### src/rtl/ps2_kb_pkg.sv
// Shared constants for the PS/2 keyboard front end: protocol byte values,
// receiver state encoding and the Z88 keyboard matrix bit positions
// (index = row*8 + col).
package ps2_kb_pkg;

    localparam logic [7:0] PS2_EXT  = 8'hE0;
    localparam logic [7:0] PS2_BRK  = 8'hF0;
    localparam logic [7:0] PS2_F12  = 8'h07;
    localparam logic [7:0] PS2_OVF0 = 8'h00;
    localparam logic [7:0] PS2_OVF1 = 8'hFF;

    typedef enum logic [1:0] {
        RX_IDLE,
        RX_DATA,
        RX_PARITY,
        RX_STOP
    } rx_state_t;

    // Row 0
    localparam logic [5:0] KEY_8        = 6'd0;
    localparam logic [5:0] KEY_7        = 6'd1;
    localparam logic [5:0] KEY_N        = 6'd2;
    localparam logic [5:0] KEY_H        = 6'd3;
    localparam logic [5:0] KEY_Y        = 6'd4;
    localparam logic [5:0] KEY_6        = 6'd5;
    localparam logic [5:0] KEY_ENTER    = 6'd6;
    localparam logic [5:0] KEY_DEL      = 6'd7;
    // Row 1
    localparam logic [5:0] KEY_I        = 6'd8;
    localparam logic [5:0] KEY_U        = 6'd9;
    localparam logic [5:0] KEY_B        = 6'd10;
    localparam logic [5:0] KEY_G        = 6'd11;
    localparam logic [5:0] KEY_T        = 6'd12;
    localparam logic [5:0] KEY_5        = 6'd13;
    localparam logic [5:0] KEY_UP       = 6'd14;
    localparam logic [5:0] KEY_BSLASH   = 6'd15;
    // Row 2
    localparam logic [5:0] KEY_O        = 6'd16;
    localparam logic [5:0] KEY_J        = 6'd17;
    localparam logic [5:0] KEY_V        = 6'd18;
    localparam logic [5:0] KEY_F        = 6'd19;
    localparam logic [5:0] KEY_R        = 6'd20;
    localparam logic [5:0] KEY_4        = 6'd21;
    localparam logic [5:0] KEY_DOWN     = 6'd22;
    localparam logic [5:0] KEY_EQUAL    = 6'd23;
    // Row 3
    localparam logic [5:0] KEY_9        = 6'd24;
    localparam logic [5:0] KEY_K        = 6'd25;
    localparam logic [5:0] KEY_C        = 6'd26;
    localparam logic [5:0] KEY_D        = 6'd27;
    localparam logic [5:0] KEY_E        = 6'd28;
    localparam logic [5:0] KEY_3        = 6'd29;
    localparam logic [5:0] KEY_RIGHT    = 6'd30;
    localparam logic [5:0] KEY_MINUS    = 6'd31;
    // Row 4
    localparam logic [5:0] KEY_P        = 6'd32;
    localparam logic [5:0] KEY_M        = 6'd33;
    localparam logic [5:0] KEY_X        = 6'd34;
    localparam logic [5:0] KEY_S        = 6'd35;
    localparam logic [5:0] KEY_W        = 6'd36;
    localparam logic [5:0] KEY_2        = 6'd37;
    localparam logic [5:0] KEY_LEFT     = 6'd38;
    localparam logic [5:0] KEY_RBRACKET = 6'd39;
    // Row 5
    localparam logic [5:0] KEY_0        = 6'd40;
    localparam logic [5:0] KEY_L        = 6'd41;
    localparam logic [5:0] KEY_Z        = 6'd42;
    localparam logic [5:0] KEY_A        = 6'd43;
    localparam logic [5:0] KEY_Q        = 6'd44;
    localparam logic [5:0] KEY_1        = 6'd45;
    localparam logic [5:0] KEY_SPACE    = 6'd46;
    localparam logic [5:0] KEY_LBRACKET = 6'd47;
    // Row 6
    localparam logic [5:0] KEY_QUOTE    = 6'd48;
    localparam logic [5:0] KEY_SEMI     = 6'd49;
    localparam logic [5:0] KEY_COMMA    = 6'd50;
    localparam logic [5:0] KEY_MENU     = 6'd51;
    localparam logic [5:0] KEY_DIAMOND  = 6'd52;
    localparam logic [5:0] KEY_TAB      = 6'd53;
    localparam logic [5:0] KEY_LSHIFT   = 6'd54;
    localparam logic [5:0] KEY_HELP     = 6'd55;
    // Row 7
    localparam logic [5:0] KEY_POUND    = 6'd56;
    localparam logic [5:0] KEY_SLASH    = 6'd57;
    localparam logic [5:0] KEY_PERIOD   = 6'd58;
    localparam logic [5:0] KEY_CAPS     = 6'd59;
    localparam logic [5:0] KEY_INDEX    = 6'd60;
    localparam logic [5:0] KEY_ESC      = 6'd61;
    localparam logic [5:0] KEY_SQUARE   = 6'd62;
    localparam logic [5:0] KEY_RSHIFT   = 6'd63;

    // True when the eight data bits plus the parity bit carry an odd number of ones.
    function automatic logic odd_parity_ok(input logic [7:0] data, input logic par);
        return ^{data, par};
    endfunction

endpackage

### src/rtl/ps2_keymap.sv
// Scan code set 2 to Z88 matrix index ROM. Input is {ext, code}; codes
// without a Z88 equivalent (including F12, which drives the flap) are invalid.
module ps2_keymap
    import ps2_kb_pkg::*;
(
    input  logic       ext,
    input  logic [7:0] code,
    output logic       valid,
    output logic [5:0] idx
);

    // Pure lookup; every unlisted {ext, code} reports invalid.
    always_comb begin
        valid = 1'b1;
        idx   = 6'd0;
        case ({ext, code})
            9'h03E: idx = KEY_8;
            9'h03D: idx = KEY_7;
            9'h031: idx = KEY_N;
            9'h033: idx = KEY_H;
            9'h035: idx = KEY_Y;
            9'h036: idx = KEY_6;
            9'h05A: idx = KEY_ENTER;
            9'h066: idx = KEY_DEL;
            9'h171: idx = KEY_DEL;
            9'h043: idx = KEY_I;
            9'h03C: idx = KEY_U;
            9'h032: idx = KEY_B;
            9'h034: idx = KEY_G;
            9'h02C: idx = KEY_T;
            9'h02E: idx = KEY_5;
            9'h175: idx = KEY_UP;
            9'h05D: idx = KEY_BSLASH;
            9'h044: idx = KEY_O;
            9'h03B: idx = KEY_J;
            9'h02A: idx = KEY_V;
            9'h02B: idx = KEY_F;
            9'h02D: idx = KEY_R;
            9'h025: idx = KEY_4;
            9'h172: idx = KEY_DOWN;
            9'h055: idx = KEY_EQUAL;
            9'h046: idx = KEY_9;
            9'h042: idx = KEY_K;
            9'h021: idx = KEY_C;
            9'h023: idx = KEY_D;
            9'h024: idx = KEY_E;
            9'h026: idx = KEY_3;
            9'h174: idx = KEY_RIGHT;
            9'h04E: idx = KEY_MINUS;
            9'h04D: idx = KEY_P;
            9'h03A: idx = KEY_M;
            9'h022: idx = KEY_X;
            9'h01B: idx = KEY_S;
            9'h01D: idx = KEY_W;
            9'h01E: idx = KEY_2;
            9'h16B: idx = KEY_LEFT;
            9'h05B: idx = KEY_RBRACKET;
            9'h045: idx = KEY_0;
            9'h04B: idx = KEY_L;
            9'h01A: idx = KEY_Z;
            9'h01C: idx = KEY_A;
            9'h015: idx = KEY_Q;
            9'h016: idx = KEY_1;
            9'h029: idx = KEY_SPACE;
            9'h054: idx = KEY_LBRACKET;
            9'h052: idx = KEY_QUOTE;
            9'h04C: idx = KEY_SEMI;
            9'h041: idx = KEY_COMMA;
            9'h004: idx = KEY_MENU;
            9'h014: idx = KEY_DIAMOND;
            9'h114: idx = KEY_DIAMOND;
            9'h00D: idx = KEY_TAB;
            9'h012: idx = KEY_LSHIFT;
            9'h005: idx = KEY_HELP;
            9'h00E: idx = KEY_POUND;
            9'h04A: idx = KEY_SLASH;
            9'h049: idx = KEY_PERIOD;
            9'h058: idx = KEY_CAPS;
            9'h006: idx = KEY_INDEX;
            9'h076: idx = KEY_ESC;
            9'h011: idx = KEY_SQUARE;
            9'h111: idx = KEY_SQUARE;
            9'h059: idx = KEY_RSHIFT;
            default: valid = 1'b0;
        endcase
    end

endmodule

### src/rtl/ps2_kbmatrix.sv
// PS/2 keyboard receiver and decoder producing the Z88 key matrix and the
// flap switch. Raw lines are synchronised and debounced, 11-bit frames are
// validated, and E0/F0 prefixes steer one matrix bit per make/break code.
module ps2_kbmatrix
    import ps2_kb_pkg::*;
#(
    parameter int FILTER_LEN  = 8,
    parameter int TIMEOUT_CYC = 20000
) (
    input  logic        clk,
    input  logic        reset_n,
    input  logic        ps2_clk,
    input  logic        ps2_data,
    output logic [63:0] kbmatrix,
    output logic        flap,
    output logic [7:0]  rx_code,
    output logic        rx_stb,
    output logic        rx_err
);

    localparam int             FCW       = $clog2(FILTER_LEN + 1);
    localparam logic [FCW-1:0] FILT_LAST = FCW'(FILTER_LEN - 1);
    localparam logic [14:0]    TO_LAST   = 15'(TIMEOUT_CYC - 1);

    logic [1:0]     clk_sync;
    logic [1:0]     data_sync;
    logic           clk_filt;
    logic           data_filt;
    logic [FCW-1:0] clk_cnt;
    logic [FCW-1:0] data_cnt;
    logic           fall;

    rx_state_t      state;
    rx_state_t      state_next;
    logic [2:0]     bit_cnt;
    logic [7:0]     shift_reg;
    logic           par_bit;
    logic [14:0]    idle_cnt;
    logic           timeout_hit;
    logic           shift_en;
    logic           par_en;
    logic           cnt_clr;
    logic           frame_ok;
    logic           frame_bad;

    logic           ext;
    logic           brk;
    logic           map_valid;
    logic [5:0]     map_idx;

    // Input conditioning: two-flop synchronizers, idle-high after reset.
    always_ff @(posedge clk or negedge reset_n) begin
        if (!reset_n) begin
            clk_sync  <= 2'b11;
            data_sync <= 2'b11;
        end else begin
            clk_sync  <= {clk_sync[0], ps2_clk};
            data_sync <= {data_sync[0], ps2_data};
        end
    end

    // Clock-line filter; the filtered falling edge is registered as the fall strobe.
    always_ff @(posedge clk or negedge reset_n) begin
        if (!reset_n) begin
            clk_filt <= 1'b1;
            clk_cnt  <= '0;
            fall     <= 1'b0;
        end else begin
            fall <= 1'b0;
            if (clk_sync[1] == clk_filt) begin
                clk_cnt <= '0;
            end else if (clk_cnt == FILT_LAST) begin
                clk_filt <= clk_sync[1];
                clk_cnt  <= '0;
                fall     <= clk_filt;
            end else begin
                clk_cnt <= clk_cnt + FCW'(1);
            end
        end
    end

    // Data-line filter, same rule as the clock line.
    always_ff @(posedge clk or negedge reset_n) begin
        if (!reset_n) begin
            data_filt <= 1'b1;
            data_cnt  <= '0;
        end else if (data_sync[1] == data_filt) begin
            data_cnt <= '0;
        end else if (data_cnt == FILT_LAST) begin
            data_filt <= data_sync[1];
            data_cnt  <= '0;
        end else begin
            data_cnt <= data_cnt + FCW'(1);
        end
    end

    // Cycles since the last fall; saturates so a stuck line cannot wrap it.
    always_ff @(posedge clk or negedge reset_n) begin
        if (!reset_n) begin
            idle_cnt <= '0;
        end else if (fall) begin
            idle_cnt <= '0;
        end else if (idle_cnt != '1) begin
            idle_cnt <= idle_cnt + 15'd1;
        end
    end

    assign timeout_hit = !fall && (idle_cnt >= TO_LAST);

    // Receiver state register.
    always_ff @(posedge clk or negedge reset_n) begin
        if (!reset_n) begin
            state <= RX_IDLE;
        end else begin
            state <= state_next;
        end
    end

    // Receiver next-state and per-cycle frame controls.
    always_comb begin
        state_next = state;
        shift_en   = 1'b0;
        par_en     = 1'b0;
        cnt_clr    = 1'b0;
        frame_ok   = 1'b0;
        frame_bad  = 1'b0;
        if (state != RX_IDLE && timeout_hit) begin
            state_next = RX_IDLE;
            frame_bad  = 1'b1;
        end else if (fall) begin
            case (state)
                RX_IDLE: begin
                    if (!data_filt) begin
                        state_next = RX_DATA;
                        cnt_clr    = 1'b1;
                    end else begin
                        frame_bad = 1'b1;
                    end
                end
                RX_DATA: begin
                    shift_en = 1'b1;
                    if (bit_cnt == 3'd7) begin
                        state_next = RX_PARITY;
                    end
                end
                RX_PARITY: begin
                    par_en     = 1'b1;
                    state_next = RX_STOP;
                end
                RX_STOP: begin
                    if (data_filt && odd_parity_ok(shift_reg, par_bit)) begin
                        frame_ok = 1'b1;
                    end else begin
                        frame_bad = 1'b1;
                    end
                    state_next = RX_IDLE;
                end
                default: state_next = RX_IDLE;
            endcase
        end
    end

    // Data bit counter within the frame.
    always_ff @(posedge clk or negedge reset_n) begin
        if (!reset_n) begin
            bit_cnt <= '0;
        end else if (cnt_clr) begin
            bit_cnt <= '0;
        end else if (shift_en) begin
            bit_cnt <= bit_cnt + 3'd1;
        end
    end

    // Frame payload capture, LSB first; no reset needed since it is only read once qualified.
    always_ff @(posedge clk) begin
        if (shift_en) begin
            shift_reg <= {data_filt, shift_reg[7:1]};
        end
        if (par_en) begin
            par_bit <= data_filt;
        end
    end

    // Registered receiver outputs.
    always_ff @(posedge clk or negedge reset_n) begin
        if (!reset_n) begin
            rx_code <= 8'h00;
            rx_stb  <= 1'b0;
            rx_err  <= 1'b0;
        end else begin
            rx_stb <= frame_ok;
            rx_err <= frame_bad;
            if (frame_ok) begin
                rx_code <= shift_reg;
            end
        end
    end

    ps2_keymap u_keymap (
        .ext   (ext),
        .code  (rx_code),
        .valid (map_valid),
        .idx   (map_idx)
    );

    // Decoder: prefixes, overflow, matrix bit update and flap toggle, one cycle after rx_stb.
    always_ff @(posedge clk or negedge reset_n) begin
        if (!reset_n) begin
            kbmatrix <= '1;
            flap     <= 1'b0;
            ext      <= 1'b0;
            brk      <= 1'b0;
        end else if (rx_err) begin
            // A broken frame must not leave a prefix armed for the next key.
            ext <= 1'b0;
            brk <= 1'b0;
        end else if (rx_stb) begin
            case (rx_code)
                PS2_EXT: ext <= 1'b1;
                PS2_BRK: brk <= 1'b1;
                PS2_OVF0, PS2_OVF1: begin
                    kbmatrix <= '1;
                    ext      <= 1'b0;
                    brk      <= 1'b0;
                end
                default: begin
                    if (map_valid) begin
                        kbmatrix[map_idx] <= brk;
                    end
                    if (rx_code == PS2_F12 && !ext && !brk) begin
                        flap <= ~flap;
                    end
                    ext <= 1'b0;
                    brk <= 1'b0;
                end
            endcase
        end
    end

endmodule

### config.mk
export PLATFORM = sky130hd
export DESIGN_NAME = ps2_kbmatrix
export DESIGN_NICKNAME = d
export VERILOG_FILES = /design/src/rtl/ps2_kb_pkg.sv /design/src/rtl/ps2_keymap.sv /design/src/rtl/ps2_kbmatrix.sv
export SDC_FILE = /design/constraint.sdc
export NUM_CORES = 1
export LEC_CHECK = 0
export ABC_AREA = 1
export BUFFER_PORTS_ARGS = -buffer_cell sky130_fd_sc_hd__buf_2
export CAP_MARGIN = 5
export CORE_MARGIN = 1
export CORE_UTILIZATION = 30
export DETAILED_ROUTE_END_ITERATION = 8
export HOLD_SLACK_MARGIN = 0.1
export SYNTH_ARGS = -nofsm -noshare
export SYNTH_HDL_FRONTEND = slang
export SYNTH_SLANG_ARGS = --single-unit
### constraint.sdc
create_clock -name clk -period 2.6 [get_ports clk]
set_clock_uncertainty 0.15 [all_clocks]
set_input_delay 0.26 -clock clk [delete_from_list [all_inputs] [get_ports clk]]
set_output_delay 0.26 -clock clk [all_outputs]
set_load 0.01 [all_outputs]
==> results.sh, run 1 <==
export IMPL_status="complete, no violations"
export IMPL_worst_ep_arrival_time_ps=2650
export IMPL_start_kind="flip-flop"
export IMPL_p_total_uw=4580
export IMPL_ys_types=35
export IMPL_yosys_area_share_simple=0.375
export IMPL_synth_seq_cells=121
export IMPL_gp_congestion=0.958
export IMPL_maxSlewHeadroom=0.588
export IMPL_rsz0062_at_grt="yes"
export IMPL_synthAdderAreaFrac=0.0154
export IMPL_grt_max_degree=128
export IMPL_grt_pass1_wl_um=33700
export IMPL_postPlaceCellArea_mm2=0.00833
export IMPL_ys_seq_area_frac=0.432
export IMPL_grtUsageTotal=0.175
export IMPL_setup_viol=0
export IMPL_clkSlewWorstSetupHoldPaths_ps=60
export IMPL_slew_viol_final=0
export IMPL_cts_root_buf="clkbuf_16"
export IMPL_io_buffers=78
export IMPL_synth_compound_area_frac=0.0833
export IMPL_reg2reg_depth=13
export IMPL_max_vdd_ir_drop_mv=0.397
export IMPL_drc_errors=0
export IMPL_p_per_area_mw_per_mm2=506
export IMPL_core_area_mm2=0.0237
export IMPL_synth_top_family_by_area="simple AND/OR/NAND/NOR gates"
export IMPL_tightest_slew_ps=618
export IMPL_drt_initial_drc_count=462
export IMPL_cts_made_buffers=17
export IMPL_antennaDiodeCount=0
export IMPL_synth_net_count=1041
export IMPL_synth_avg_cell_area_um2=7.11
export IMPL_antenna_found_initial=0
export IMPL_final_area_mm2=0.00904
export IMPL_hp_start="data_sync[0]"
export IMPL_via_per_inst=4.87
export IMPL_final_util=0.382
export IMPL_whs_path_depth=0
export IMPL_preCtsSetupSlack_ps=0.992
export IMPL_die_h_um=158
export IMPL_clk_latency_ps=420
export IMPL_synth_warnings=0
export IMPL_synthMuxAreaShare=0.00154
export IMPL_final_layout_size_suffix_gt1_frac=0.239
export IMPL_overflow=0
export IMPL_top_register="kbmatrix"
export IMPL_final_period_utilization=0.936
export IMPL_io_pins=79
export IMPL_cts_htree_levels=4
export IMPL_fin_crit_ps=2430
export IMPL_wirelength_um=21500
export IMPL_r2r_end="kbmatrix[26]"
export IMPL_holdPathEnd="data_sync[1]"
export IMPL_detail_route_wl_per_cell_um=14.7
export IMPL_critPathKind="flip-flop to flip-flop"
export IMPL_setup_tns_ps=0
export IMPL_synthCells=1028
export IMPL_min_path_type="flip-flop to flip-flop"
export IMPL_synth_xor_area_frac=0.0180
export IMPL_synth_edff_count=9
export IMPL_largest_reg_flops=64
export IMPL_nNetsFinal=1144
export IMPL_maxCapViolCount=0
export IMPL_reg_top3="kbmatrix: 64 flops, idle_cnt: 15 flops"
export IMPL_worst_path_max_fanout=17
export IMPL_place_detailed_hpwl_um=15000
export IMPL_syn2layout_area_growth_pct=23.7
export IMPL_cts_sinks=121
export IMPL_cts_buffer_depth=2
export IMPL_route_vias_total=7129
export IMPL_setup_ws_ps=167
export IMPL_die_x_um=158
export IMPL_end_kind="flip-flop"
export IMPL_clock_fmax_ghz=0.411
export IMPL_num_rows=56
export IMPL_initial_utilization=0.309
export IMPL_synth_area_mm2=0.00731
export IMPL_ant_nets=0
export IMPL_rrSetupSlack_ps=170
export IMPL_grt_pass1_vias=6471
export IMPL_dr_pass1_iters=5
export IMPL_tritoncts="built"
export IMPL_dieArea_mm2=0.0250
export IMPL_critical_path_required_ps=2820
export IMPL_reg2reg_from="rx_code[6]"
export IMPL_synth_main_ff_cell="dfstp_2"
export IMPL_synth_async_reset_ratio=0.926
export IMPL_hold_viol_final=0
export IMPL_p_leak_uw=0.00404
-- report_power, final --
group	internal, µW	switching (µW)	leakage, µW
registers	2010	79.5	0.00137
clock network	1250	984	0.000274
logic	103	149	0.00240
-- cell type report --
cell class | count | area (µm²)
flip-flops and latches | 121 | 3160
well taps | 319 | 399
clock buffers | 17 | 425
inverters | 75 | 282
multi-input cells | 780 | 3700
repair buffers | 136 | 948
fillers | 2521 | 14600
clock inverters | 15 | 129
-- worst max path at each step --
stage / slack (ps) / start / endpoint / cells past startpoint
2_1_floorplan: 420 / rx_code[0] / kbmatrix[24] / 16
3_3_place_gp: -10 / rx_code[3] / kbmatrix[21] / 13
3_5_place_dp: 1 / rx_code[3] / kbmatrix[41] / 13
4_1_cts: 10 / rx_code[6] / kbmatrix[44] / 13
5_1_grt: 10 / rx_code[5] / kbmatrix[22] / 15
6_report: 170 / rx_code[6] / kbmatrix[26] / 13
-- synth_stat cells (2+ instances only) --
library cell    n  area, µm²
nand3_1       116        581
xor2_1          4       35.0
nor3b_1         2       15.0
dfstp_2        70       1840
nand3b_1        2       15.0
buf_2          17       85.1
inv_2           4       15.0
a21oi_1        15       75.1
ha_1            9        113
buf_1           3       11.3
dfrtp_1        42       1050
edfxtp_1        9        270
buf_6           5       56.3
clkinv_1        2       7.51
nor3_1          5       25.0
nor2_2          2       12.5
a31oi_1         4       25.0
xnor2_1        11       96.3
o21ai_0        94        470
nor4_1          2       12.5
nand4_1        68        425
clkbuf_1       27        101
inv_1          69        259
nand2_1       325       1220
nor2_1        111        417
-- per-stage QoR --
step	std cells	hold WS, ps
after floorplan	1028	-186
after global placement	1425	204
after detailed placement	1425	202
after CTS	1460	212
after global routing	1463	214
final	1463	211
-- timing repair --
| item | in CTS | in global routing |
|---|---|---|
| endpoints found under the hold margin | 76 | 0 |
| pin swaps | 0 | 0 |
| gates cloned | 0 | 2 |
| setup endpoints to repair | 24 | 64 |
| buffers inserted | 0 | 1 |
| hold buffers | 3 | 0 |
| gates resized for setup | 1 | 30 |
-- cell usage in the layout (no fill, tap or decap), types with 15 or more instances in the layout --
| master | count |
|---|---|
| nor2_2 | 15 |
| buf_2 | 77 |
| nand2_1 | 320 |
| nor2_1 | 95 |
| dfrtp_1 | 39 |
| nand3_1 | 116 |
| inv_1 | 67 |
| nand4_1 | 68 |
| dfstp_2 | 70 |
| buf_4 | 48 |
| clkbuf_16 | 18 |
| o21ai_0 | 94 |
-- cells by family (layout without fill, tap and decap cells) --
family / after synthesis / after routing
muxes: 1 / 1
adders and majority gates: 9 / 9
and+or+nand+nor: 636 / 637
DFF: 121 / 121
buffers and inverters: 128 / 243
AOI/OAI and AO/OA: 118 / 118
xor gates and xnor gates: 15 / 15
-- critical path: stages (launching register included) --
cell	delay, ps
dfrtp_2	430
nor2_2	270
nand3_1	320
a21oi_2	250
inv_1	60
nand2_1	60
nor2_1	50
nand2_1	110
nor2_2	70
nand2_4	140
buf_4	250
nand3_1	100
nand2_1	70
nand2_1	50
-- per-layer routing --
layer / global-route usage / wire [µm]
met1: 0.222 / 9590
met5: 0 / 0
met4: 0.0820 / 639
met3: 0.0405 / 1200
met2: 0.281 / 10100
No activity file was read; power rests on OpenSTA's default activity.
==> run 2, diff against run 1 <==
--- a/config.mk
+++ b/config.mk
@@ -10,2 +10,4 @@
 export CAP_MARGIN = 5
+export CELL_PAD_IN_SITES_DETAIL_PLACEMENT = 0
+export CELL_PAD_IN_SITES_GLOBAL_PLACEMENT = 1
 export CORE_MARGIN = 1
@@ -14,2 +16,3 @@
 export HOLD_SLACK_MARGIN = 0.1
+export PLACE_DENSITY_LB_ADDON = 0.1
 export SYNTH_ARGS = -nofsm -noshare
==> constraint.sdc (replaced) <==
create_clock -name clk -period 2.6 [get_ports clk]
set_clock_uncertainty 0.15 [all_clocks]
set_input_delay 0.65 -clock clk [delete_from_list [all_inputs] [get_ports clk]]
set_output_delay 0.65 -clock clk [all_outputs]
set_load 0.01 [all_outputs]
==> run 2 against run 1 <==
  * Count of clock-buffer cells in the layout increased by 6
  * Register-to-register slack improved by 50 ps
  * Non-clock buffer count increased by 26
  * Flip-flop and latch count unchanged
  * Routed wire length increased by 7.3%
  * Sequential power about the same
==> results.sh, run 2 (synthesis results as in run 1) <==
export IMPL_final_layout_size_suffix_gt1_frac=0.257
export IMPL_min_path_type="primary input to flip-flop"
export IMPL_place_detailed_hpwl_um=16100
export IMPL_p_comb_frac=0.054
export IMPL_rrSetupSlack_ps=220
export IMPL_gp_congestion=0.870
export IMPL_p_total_uw=4710
export IMPL_slowest_delay_ps=400
export IMPL_worst_path_max_fanout=41
export IMPL_slew_viol_final=0
export IMPL_cts_htree_levels=4
export IMPL_path_cells="buf_4, nand2_2, nor2_1, buf_4, nand2_1, nand3_1, nor3_2, nand2_1, nor2_4, nand2_4, buf_12, nand3_1, nand2_1, nand2_1"
export IMPL_clkSlewWorstSetupHoldPaths_ps=60
export IMPL_fill_cells=2576
export IMPL_cts_buffer_depth=2
export IMPL_syn2layout_area_growth_pct=26.3
export IMPL_cpMostUsedCell="nand2_1"
export IMPL_multi_input_area_mm2=0.00372
export IMPL_fin_cells=1489
export IMPL_maxSlewHeadroom=0.563
export IMPL_drt_initial_drc_count=416
export IMPL_cts_made_buffers=17
export IMPL_antennaDiodeCount=0
export IMPL_overflow=0
export IMPL_hold_viol_final=0
export IMPL_io_buffers=78
export IMPL_dr_pass1_iters=7
export IMPL_p_leak_uw=0.00415
export IMPL_reg_top3="kbmatrix: 64 flops, idle_cnt: 15 flops"
export IMPL_swShare=0.249
export IMPL_start_kind="flip-flop"
export IMPL_path_buf_inv=3
export IMPL_drc_errors=0
export IMPL_reg2reg_from="rx_code[0]"
export IMPL_via_per_inst=4.80
export IMPL_ant_nets=0
export IMPL_setup_tns_ps=0
export IMPL_cp_endpoint="kbmatrix[58]"
export IMPL_p_per_area_mw_per_mm2=510
export IMPL_fin_crit_ps=2380
export IMPL_cts_root_buf="clkbuf_16"
export IMPL_p_seq_frac=0.443
export IMPL_top_register="kbmatrix"
export IMPL_max_vdd_ir_drop_mv=0.344
export IMPL_initial_utilization=0.309
export IMPL_final_cell_mix="nand2_1 (319), nand3_1 (114), nor2_1 (98)"
export IMPL_preCtsSetupSlack_ps=28.1
export IMPL_cp_slowest_cell="dfrtp_1"
export IMPL_clk_latency_ps=410
export IMPL_grt_pass1_vias=6951
export IMPL_r2r_end="kbmatrix[58]"
export IMPL_setup_ws_ps=222
export IMPL_clock_fmax_ghz=0.420
export IMPL_nNetsFinal=1170
export IMPL_p_int_uw=3540
export IMPL_rsz0062_at_grt="no"
export IMPL_grtUsageTotal=0.192
export IMPL_end_kind="flip-flop"
export IMPL_reg2reg_depth=14
export IMPL_maxCapViolCount=0
export IMPL_mostFrequentLayoutCell="nand2_1"
export IMPL_dieArea_mm2=0.0250
export IMPL_critPathKind="flip-flop to flip-flop"
export IMPL_dp_cells=1455
export IMPL_grt_max_degree=128
export IMPL_die_h_um=158
export IMPL_final_period_utilization=0.915
export IMPL_core_area_mm2=0.0237
export IMPL_net_switching_power_uw=1170
export IMPL_crit_family="simple AND/OR/NAND/NOR gates"
export IMPL_register_area_mm2=0.00317
export IMPL_wirelength_um=23100
export IMPL_antenna_found_initial=0
export IMPL_critical_path_required_ps=2810
export IMPL_detail_route_wl_per_cell_um=15.5
export IMPL_die_x_um=158
export IMPL_tritoncts="built"
export IMPL_grt_pass1_wl_um=37100
export IMPL_cp_depth=14
export IMPL_io_pins=79
export IMPL_status="complete, no violations"
export IMPL_worst_ep_arrival_time_ps=2590
export IMPL_route_vias_total=7143
export IMPL_worstSetupStartpoint="rx_code[0]"
export IMPL_setup_viol=0
export IMPL_pwr_share_clk=0.503
export IMPL_largest_reg_flops=64
export IMPL_cts_sinks=121
export IMPL_tightest_slew_ps=655
export IMPL_num_rows=56
run 2: layout make-up:
class | count | area share
clock buffers | 23 | 0.0530
repair buffers | 162 | 0.118
clock inverters | 9 | 0.00962
well taps | 319 | 0.0432
inverters | 75 | 0.0308
flip-flops and latches | 121 | 0.343
multi-input cells | 780 | 0.403
run 2: what timing repair did:
item / 4_1_cts / 5_1_grt
hold buffers: 0 / 0
endpoints found under the setup margin: 0 / 64
gates resized for setup: 0 / 36
hold endpoints to repair: 0 / 0
setup buffers: 0 / 1
run 2: power by group through the flow:
| stage | combinational (µW) | sequential [µW] | clock [µW] |
|---|---|---|---|
| after global placement | 259 | 2120 | 0 |
| after floorplan | 176 | 2100 | 0 |
| after CTS | 259 | 2090 | 2440 |
| after detailed placement | 259 | 2120 | 0 |
| final | 253 | 2090 | 2370 |
| after global routing | 305 | 2110 | 2510 |
run 2: worst reg2reg max path: cells and delay by family (launching register included):
| kind | cells | cell delay [ps] |
|---|---|---|
| buf+inv | 3 | 530 |
| flops | 1 | 400 |
| simple gates | 11 | 1260 |
run 2: metal layers:
| layer | global-route usage | wire length, µm | up-vias |
|---|---|---|---|
| met5 | 0 | 0 | - |
| met4 | 0.0540 | 276 | 0 |
| met3 | 0.0400 | 1010 | 18 |
| met2 | 0.321 | 11000 | 126 |
| met1 | 0.250 | 10800 | 3333 |
| li1 | - | - | 3666 |
run 2: metrics by stage:
| stage | hold WS (ps) | utilization | cell area (µm²) |
|---|---|---|---|
| final | 180 | 0.390 | 9240 |
| after global routing | 154 | 0.390 | 9240 |
| after CTS | 162 | 0.385 | 9120 |
| after detailed placement | 199 | 0.361 | 8540 |
| after global placement | 196 | 0.361 | 8540 |
| after floorplan | 195 | - | 7310 |
run 2: worst min-delay path by stage:
stage / startpoint / end / cells after the start
6_report: ps2_clk / clk_sync[0] / 1
5_1_grt: ps2_clk / clk_sync[0] / 1
4_1_cts: ps2_clk / clk_sync[0] / 1
3_5_place_dp: data_sync[0] / data_sync[1] / 0
3_3_place_gp: data_sync[0] / data_sync[1] / 0
2_1_floorplan: reset_n / bit_cnt[0] / 0
